<file path="src/rtl/conv_window_gen.sv">
// Streaming 3x3 sliding-window generator: two line buffers plus a 3x3 tap register,
// raster-order input, valid-only windows, single output stage with valid/ready on both sides.
module conv_window_gen #(
  parameter int WIDTH = 9,
  parameter int IMG_W = 28,
  parameter int IMG_H = 28
) (
  input  logic             clk,
  input  logic             rst,
  input  logic             in_valid,
  output logic             in_ready,
  input  logic [WIDTH-1:0] in_data,
  output logic             out_valid,
  input  logic             out_ready,
  output logic             out_last,
  output logic [WIDTH-1:0] w00,
  output logic [WIDTH-1:0] w01,
  output logic [WIDTH-1:0] w02,
  output logic [WIDTH-1:0] w10,
  output logic [WIDTH-1:0] w11,
  output logic [WIDTH-1:0] w12,
  output logic [WIDTH-1:0] w20,
  output logic [WIDTH-1:0] w21,
  output logic [WIDTH-1:0] w22
);
  localparam int CW = $clog2(IMG_W);
  localparam int RW = $clog2(IMG_H);
  localparam logic [CW-1:0] COL_MAX = CW'(IMG_W - 1);
  localparam logic [RW-1:0] ROW_MAX = RW'(IMG_H - 1);

  logic [CW-1:0]    r_col;
  logic [RW-1:0]    r_row;
  logic [WIDTH-1:0] r_lb0 [IMG_W];
  logic [WIDTH-1:0] r_lb1 [IMG_W];
  logic [WIDTH-1:0] r_win [3][3];
  logic             r_valid;
  logic             r_last;

  logic             w_accept;
  logic             w_emit;
  logic             w_win_ok;
  logic             w_frame_end;
  logic [WIDTH-1:0] w_lb0_rd;
  logic [WIDTH-1:0] w_lb1_rd;

  assign in_ready    = !r_valid || out_ready;
  assign w_accept    = in_valid && in_ready;
  assign w_emit      = r_valid && out_ready;
  assign w_lb0_rd    = r_lb0[r_col];
  assign w_lb1_rd    = r_lb1[r_col];
  assign w_win_ok    = (r_row >= RW'(2)) && (r_col >= CW'(2));
  assign w_frame_end = (r_row == ROW_MAX) && (r_col == COL_MAX);

  // Line buffers are plain storage; old contents only reach invalid windows.
  always_ff @(posedge clk) begin
    if (!rst && w_accept) begin
      r_lb1[r_col] <= w_lb0_rd;
      r_lb0[r_col] <= in_data;
    end
  end

  always_ff @(posedge clk) begin
    if (rst) begin
      r_col   <= '0;
      r_row   <= '0;
      r_valid <= 1'b0;
      r_last  <= 1'b0;
      for (int x = 0; x < 3; x++) begin
        for (int y = 0; y < 3; y++) begin
          r_win[x][y] <= '0;
        end
      end
    end else if (w_accept) begin
      for (int x = 0; x < 3; x++) begin
        r_win[x][0] <= r_win[x][1];
        r_win[x][1] <= r_win[x][2];
      end
      r_win[0][2] <= w_lb1_rd;
      r_win[1][2] <= w_lb0_rd;
      r_win[2][2] <= in_data;
      r_valid     <= w_win_ok;
      r_last      <= w_frame_end;
      if (r_col == COL_MAX) begin
        r_col <= '0;
        r_row <= (r_row == ROW_MAX) ? '0 : r_row + RW'(1);
      end else begin
        r_col <= r_col + CW'(1);
      end
    end else if (w_emit) begin
      r_valid <= 1'b0;
    end
  end

  assign out_valid = r_valid;
  assign out_last  = r_last;
  assign w00 = r_win[0][0];
  assign w01 = r_win[0][1];
  assign w02 = r_win[0][2];
  assign w10 = r_win[1][0];
  assign w11 = r_win[1][1];
  assign w12 = r_win[1][2];
  assign w20 = r_win[2][0];
  assign w21 = r_win[2][1];
  assign w22 = r_win[2][2];

endmodule
</file>
<file path="config.mk">
export PLATFORM = sky130hd
export DESIGN_NAME = conv_window_gen
export DESIGN_NICKNAME = d
export VERILOG_FILES = /design/src/rtl/conv_window_gen.sv
export SDC_FILE = /design/constraint.sdc
export NUM_CORES = 1
export LEC_CHECK = 0
export BUFFER_PORTS_ARGS = -buffer_cell sky130_fd_sc_hd__buf_2
export CORE_MARGIN = 2
export CORE_UTILIZATION = 35
export CTS_CLUSTER_SIZE = 8
export DETAILED_ROUTE_END_ITERATION = 10
export PLACE_DENSITY = 0.5
export RECOVER_POWER = 25
export SLEW_MARGIN = 20
export SYNTH_ARGS = -nofsm -noshare
export SYNTH_HDL_FRONTEND = slang
export SYNTH_SLANG_ARGS = --single-unit
</file>
<file path="constraint.sdc">
create_clock -name clk -period 5.6 [get_ports clk]
set_input_delay 0.56 -clock clk [delete_from_list [all_inputs] [get_ports clk]]
set_output_delay 0.56 -clock clk [all_outputs]
set_load 0.005 [all_outputs]
</file>
==> summary.txt, run 1 <==
crit path DAT = 3.92 ns
die width = 263 µm
Slew @ Worst Pin = 1.62 ns
Clock Root Buffer = clkbuf_16
min Tclk post-route = 3.69 ns
clock share of power = 44.4%
Max-slew headroom = -8.07%
DRT antenna net count = 0
Switching Share = 21.0%
die area = 69400 µm²
CP Launch Type = flip-flop
GPL Wtd Cong = 0.750
switching pwr = 2.14 mW
Mapped Nets = 1207
RSZ-0062 raised after global routing = no
TritonRoute pass-1 iters = 5
first-pass GRT wire length = 83.7 mm
fillers = 6003
PD cells = 373 nW/µm²
highest-count cells in the layout ignoring fill and taps = 585 x edfxtp_1, 87 x clkbuf_16, 84 x mux2i_1, 66 x and2_1, 60 x buf_2
worst-skew pair later-pin latency = 0.61 ns
Hold Violations, Final = 0
Setup Fix Bufs, Post-CTS = 0
Max Fclk = 0.271 GHz
Post-Syn Area = 23600 µm²
ys async rst share = 0%
Detailed Route Iter0 Violations = 960
Seq pwr share = 50.4%
Site Rows = 95
worst-path cell chain = nor2b_1 > nor3_1 > buf_4 > nand2_1 > nor2_4
vias in the first global route = 12000
Chip Height = 263 µm
clock skew = 0.0211 ns
worst min-delay path category = input pin to flip-flop
sequential fraction of the synthesis area = 76.0%
Worst path slowest cell = nor3_1
Int Power = 8.05 mW
kind of critical path = flip-flop to flip-flop
Lkg Pwr = 8.78 nW
status = finished with violations
Top FF cell, synth = edfxtp_1
clk slew on worst S/H paths = 0.05 ns
fraction of layout cells with a size suffix above 1 = 22.1%
number of max-cap violations = 5
CTS tree = built
flops & latches, synth = 602
global router's overall resource usage = 16.7%
core area = 66900 µm²
CTS sink cnt = 602
DR WL/cell = 25.9 µm
largest net degree at the start of global routing = 66
CP Capture Type = flip-flop
initial antenna violation count = 2
post-route clock period utilization = 65.9%
total wire length = 57.9 mm
Slew Viols, Final = 123
Critical Path RT = 5.83 ns
Vias = 11600
EDFF count, synth = 585
htree depth = 3
TNS Setup = 0 ns
combinational power share = 5.2%
Worst VDD drop = 0.000203 V
Crit path largest cell delay = 1.00 ns
Syn Area/Cell = 19.8 µm²
Starting Density = 35.2%
PortBufs = 96
cells after synthesis = 1188
synth unique cells = 58
io pins = 97
# DRC = 0
CTS buffer count = 85
# diodes = 0
final net count = 1357
CP Max Fanout = 65
commonest non-fill, non-tap cell in the layout = edfxtp_1
synth-to-layout area growth = 16.1%
grt total ovfl = 0
Final Util = 40.9%
final setup fails = 0
failing checks = max-capacitance violations, max-slew violations
FF-to-FF setup slack = 1.91 ns
CTS Hold Bufs = 0
Synth Warn # = 0
Clock Tree Buf Depth = 3
DR vias/cell = 5.22
CTS-repair resized insts = 0
dpl hpwl = 32.7 mm
[synth_stat cells (7+ instances only)]
| cell | count | area (µm²) |
|---|---|---|
| and2_1 | 66 | 413 |
| nand2b_1 | 11 | 68.8 |
| a211oi_1 | 10 | 75.1 |
| mux2_2 | 17 | 191 |
| mux2i_1 | 84 | 841 |
| nor3_1 | 7 | 35.0 |
| nor2_1 | 33 | 124 |
| a21oi_1 | 25 | 125 |
| buf_2 | 11 | 55.1 |
| nand2_1 | 35 | 131 |
| nand3_1 | 22 | 110 |
| nor2b_1 | 15 | 93.8 |
| mux4_1 | 32 | 841 |
| mux4_2 | 59 | 1330 |
| buf_4 | 11 | 82.6 |
| buf_6 | 11 | 124 |
| clkbuf_1 | 24 | 90.1 |
| dfxtp_1 | 17 | 340 |
| edfxtp_1 | 585 | 17600 |
| a22oi_1 | 19 | 143 |
[power by group through the flow]
stage               sequential, mW  combinational [mW]  clock (mW)
floorplan                     5.19               0.347           0
global placement              5.22               0.534           0
detailed placement            5.22               0.542           0
CTS                           5.14               0.544        4.62
global route                  5.14               0.576        4.80
finish                        5.14               0.533        4.52
[critical path: cells and delay by family (launching register included)]
kind                   cells  cell delay (ns)
AND/OR/NAND/NOR            4             2.37
flip-flops                 1             0.30
buffers and inverters      1             0.60
[cells by family (layout without fill, tap and decap cells)]
kind of cell	Yosys count	in the layout	share of synthesized area (%)
buffers and inverters	70	241	1.96
and+or+nand+nor	212	212	4.84
muxes	192	192	13.6
AOI/OAI and AO/OA	104	104	3.22
xor gates and xnor gates	2	2	0.0744
DFF	602	602	76.0
adders and majority gates	6	6	0.319
[cell type report]
type | instances | area, µm² | area share, %
repair buffers | 126 | 673 | 2.46
multi-input cells | 516 | 5360 | 19.6
inverters | 7 | 26.3 | 0.0961
flip-flops and latches | 602 | 17900 | 65.5
clock inverters | 1 | 8.76 | 0.0320
well taps | 873 | 1090 | 3.99
clock buffers | 107 | 2260 | 8.27
[per-stage QoR]
stage	instances	power, mW	hold WS (ns)	cell area (µm²)	setup slack [ns]
final	2232	10.2	0.322	27300	1.91
after detailed placement	2124	5.76	0.491	25100	2.00
after floorplan	1188	5.54	0.470	23600	2.35
after global placement	2124	5.75	0.487	25100	2.13
after global routing	2232	10.5	0.304	27300	1.64
after CTS	2232	10.3	0.282	27400	1.98
[final timing paths]
| kind | startpoint | to | cells past startpoint |
|---|---|---|---|
| hold reg to reg | r_row[0] | r_row[0] | 2 |
| setup reg to reg | out_valid | r_lb1[1][4] | 5 |
| setup / recovery | out_valid | r_lb1[1][4] | 5 |
| hold / removal | rst | out_last | 2 |
[routing by layer]
| layer | vias up | wire length, µm | track usage, % |
|---|---|---|---|
| li1 | 5088 | - | - |
| met1 | 6124 | 26200 | 23.1 |
| met2 | 348 | 27400 | 26.5 |
| met3 | 81 | 3120 | 3.69 |
| met4 | 0 | 1140 | 4.85 |
| met5 | - | 0 | 0 |
[sequential cells by signal, indices dropped and copies added (netlist names), named ones only]
| name | cells |
|---|---|
| r_col | 5 |
| r_lb0 | 252 |
| out_last | 1 |
| r_row | 5 |
| r_lb1 | 252 |
| r_win | 81 |
| out_valid | 1 |
Note: power is estimated with default switching activity, not from simulation.
==> run 2, diff against run 1 <==
==> constraint.sdc (replaced) <==
create_clock -name clk -period 3.8 [get_ports clk]
set_input_delay 0.38 -clock clk [delete_from_list [all_inputs] [get_ports clk]]
set_output_delay 0.38 -clock clk [all_outputs]
set_load 0.005 [all_outputs]
==> run 2 against run 1 <==
The flow still finishes with violations (max-capacitance violations, max-slew violations). Wire length rose by 3.6%. Cell area increased by 1.3%. Count of clock-buffer cells in the layout down 16. Combinational power is 47% higher. Global-route usage rose by 0.72 points. Cell count increased by 1.7%. Via count is 2.3% higher. Sequential cell count unchanged. Core utilization rose by 0.55 points. Hold slack got worse by 0.20 ns. Critical path depth unchanged. Critical endpoint is now r_win[0][1]. Largest power group unchanged.
==> summary.txt, run 2 (synthesized netlist as in run 1, its figures left out) <==
status = finished with violations
failing checks = max-capacitance violations, max-slew violations
largest net degree at the start of global routing = 69 (+4.5%)
PD cells = 541 nW/µm² (+45%)
Lkg Pwr = 9.05 nW (+3.1%)
Site Rows = 95 (unchanged)
GPL Wtd Cong = 0.735 (-2.1%)
biggest regs = r_lb0 (252), r_lb1 (252), r_win (81)
synth-to-layout area growth = 17.6%
Clock Tree Buf Depth = 3 (unchanged)
first-pass GRT wire length = 86.5 mm (+3.3%)
post-route insts no fill = 2270 (+1.7%)
Worst VDD drop = 0.000320 V (+58%)
clock skew = 0.0224 ns (+0.00127 ns)
commonest non-fill, non-tap cell in the layout = edfxtp_1
CTS-repair resized insts = 0 (unchanged)
worst-skew pair later-pin latency = 0.63 ns (+0.02 ns)
Slew Viols, Final = 120 (-2.4%)
Slew @ Worst Pin = 1.64 ns (+0.0194 ns)
# DRC = 0 (unchanged)
die area = 69400 µm² (unchanged)
Chip Height = 263 µm (unchanged)
Worst Reg-to-Reg Cells = 5 (unchanged)
initial antenna violation count = 2 (unchanged)
Max-slew headroom = -9.36% (-1.3 points)
Starting Density = 35.2% (unchanged)
CP Capture Type = flip-flop
TNS Setup = 0 ns (unchanged)
crit path DAT = 3.19 ns (-0.73 ns)
post-route clock period utilization = 76.3% (+10 points)
vias in the first global route = 12200 (+1.2%)
dpl cells = 2172 (+2.3%)
fraction of layout cells with a size suffix above 1 = 24.8% (+2.8 points)
final setup fails = 0 (unchanged)
FF-to-FF setup slack = 0.90 ns (-1.01 ns)
final setup margin = 0.901 ns (-1.01 ns)
fillers = 5926 (-1.3%)
min Tclk post-route = 2.90 ns (-0.792 ns)
CP Max Fanout = 48 (-26%)
io pins = 97 (unchanged)
highest-count cells in the layout ignoring fill and taps = 585 x edfxtp_1, 86 x clkbuf_16, 84 x mux2i_1, 72 x buf_4, 66 x and2_1
DR vias/cell = 5.25 (+0.59%)
number of max-cap violations = 4 (-1)
total wire length = 59.9 mm (+3.6%)
htree depth = 3 (unchanged)
CP Launch Type = flip-flop
worst min-delay path category = input pin to flip-flop
CTS buffer count = 85 (unchanged)
RSZ-0062 raised after global routing = no
Hold Violations, Final = 0 (unchanged)
core area = 66900 µm² (unchanged)
Critical Path RT = 4.10 ns (-1.73 ns)
Setup Fix Bufs, Post-CTS = 0 (unchanged)
TritonRoute pass-1 iters = 6 (+1)
PortBufs = 96 (unchanged)
CTS sink cnt = 602 (unchanged)
DR WL/cell = 26.4 µm (+1.8%)
grt total ovfl = 0 (unchanged)
Detailed Route Iter0 Violations = 1040 (+8.3%)
final net count = 1405 (+3.5%)
hold_sp = in_valid
# diodes = 0 (unchanged)
clk slew on worst S/H paths = 0.05 ns (about the same)
die width = 263 µm (unchanged)
CTS Hold Bufs = 0 (unchanged)
kind of critical path = flip-flop to flip-flop
Hold Path Depth = 3 (+1)
global router's overall resource usage = 17.4% (+0.72 points)
dpl hpwl = 36.0 mm (+10%)
CTS tree = built
Vias = 11900 (+2.3%)
Clock Root Buffer = clkbuf_16
DP Worst Slack = 0.845 ns (-1.15 ns)
DRT antenna net count = 0 (unchanged)
Max Fclk = 0.345 GHz (+27%)
reg2reg end = r_win[0][1]
-- run 2: changes by cell type in the layout (fill, tap and decap cells not counted), moves of 2 or more --
cell	previous run	this run
and3_1	1	4
and3_2	3	0
buf_12	1	6
buf_2	60	58
buf_4	29	72
clkbuf_1	55	43
clkinv_8	0	4
nor2_2	9	23
nor2_4	16	2
-- run 2: final cells by class --
cell class | count | area, µm² | area share, %
Sequential cell | 602 | 17900 | 64.7
Inverter | 7 | 26.3 | 0.0948
Clock buffer | 91 | 2170 | 7.83
Timing Repair Buffer | 174 | 1090 | 3.95
Multi-Input combinational cell | 516 | 5300 | 19.1
Clock inverter | 7 | 113 | 0.406
Tap cell | 873 | 1090 | 3.94
-- run 2: stage by stage --
step	instance area (µm²)	total power, mW	util (%)	hold WS (ns)
5_1_grt	27700	15.5	41.4	0.142
2_1_floorplan	23600	8.16	-	0.470
6_report	27700	15.0	41.4	0.117
3_5_place_dp	25500	8.51	38.1	0.490
3_3_place_gp	25500	8.50	38.1	0.487
4_1_cts	27800	15.2	41.5	0.0948
-- run 2: how the worst max path moves through the flow --
stage                         endpoint  slack [ns]  cells past startpoint
final                      r_win[0][1]        0.90                      5
after detailed placement   r_win[0][1]        0.85                      5
after global routing      r_lb1[11][8]        0.81                      5
after global placement     r_win[0][1]        0.95                      5
after floorplan            r_win[0][0]        0.73                      2
after CTS                  r_win[0][1]        0.87                      5
-- run 2: layer usage --
layer	share of wire, %	vias to the layer above	track usage, %	wire (µm)
met2	49	418	28.6	29500
li1	-	5199	-	-
met5	0.022	-	0	13
met1	43	6221	23.3	25700
met4	1.7	2	4.74	996
met3	6.3	69	3.91	3780
-- run 2: worst max-delay path: stages, from the launching register on --
cell	delay (ns)
dfxtp_4	0.90
buf_12	0.30
mux4_1	0.24
nor2b_1	0.18
a211oi_1	0.08
a2111oi_0	0.85
-- run 2: report_power, final --
| group | internal [mW] | total (mW) | switching [mW] |
|---|---|---|---|
| clock | 4.00 | 6.63 | 2.63 |
| sequential | 7.49 | 7.58 | 0.0935 |
| combinational | 0.320 | 0.786 | 0.467 |
| total | 11.8 | 15.0 | 3.19 |
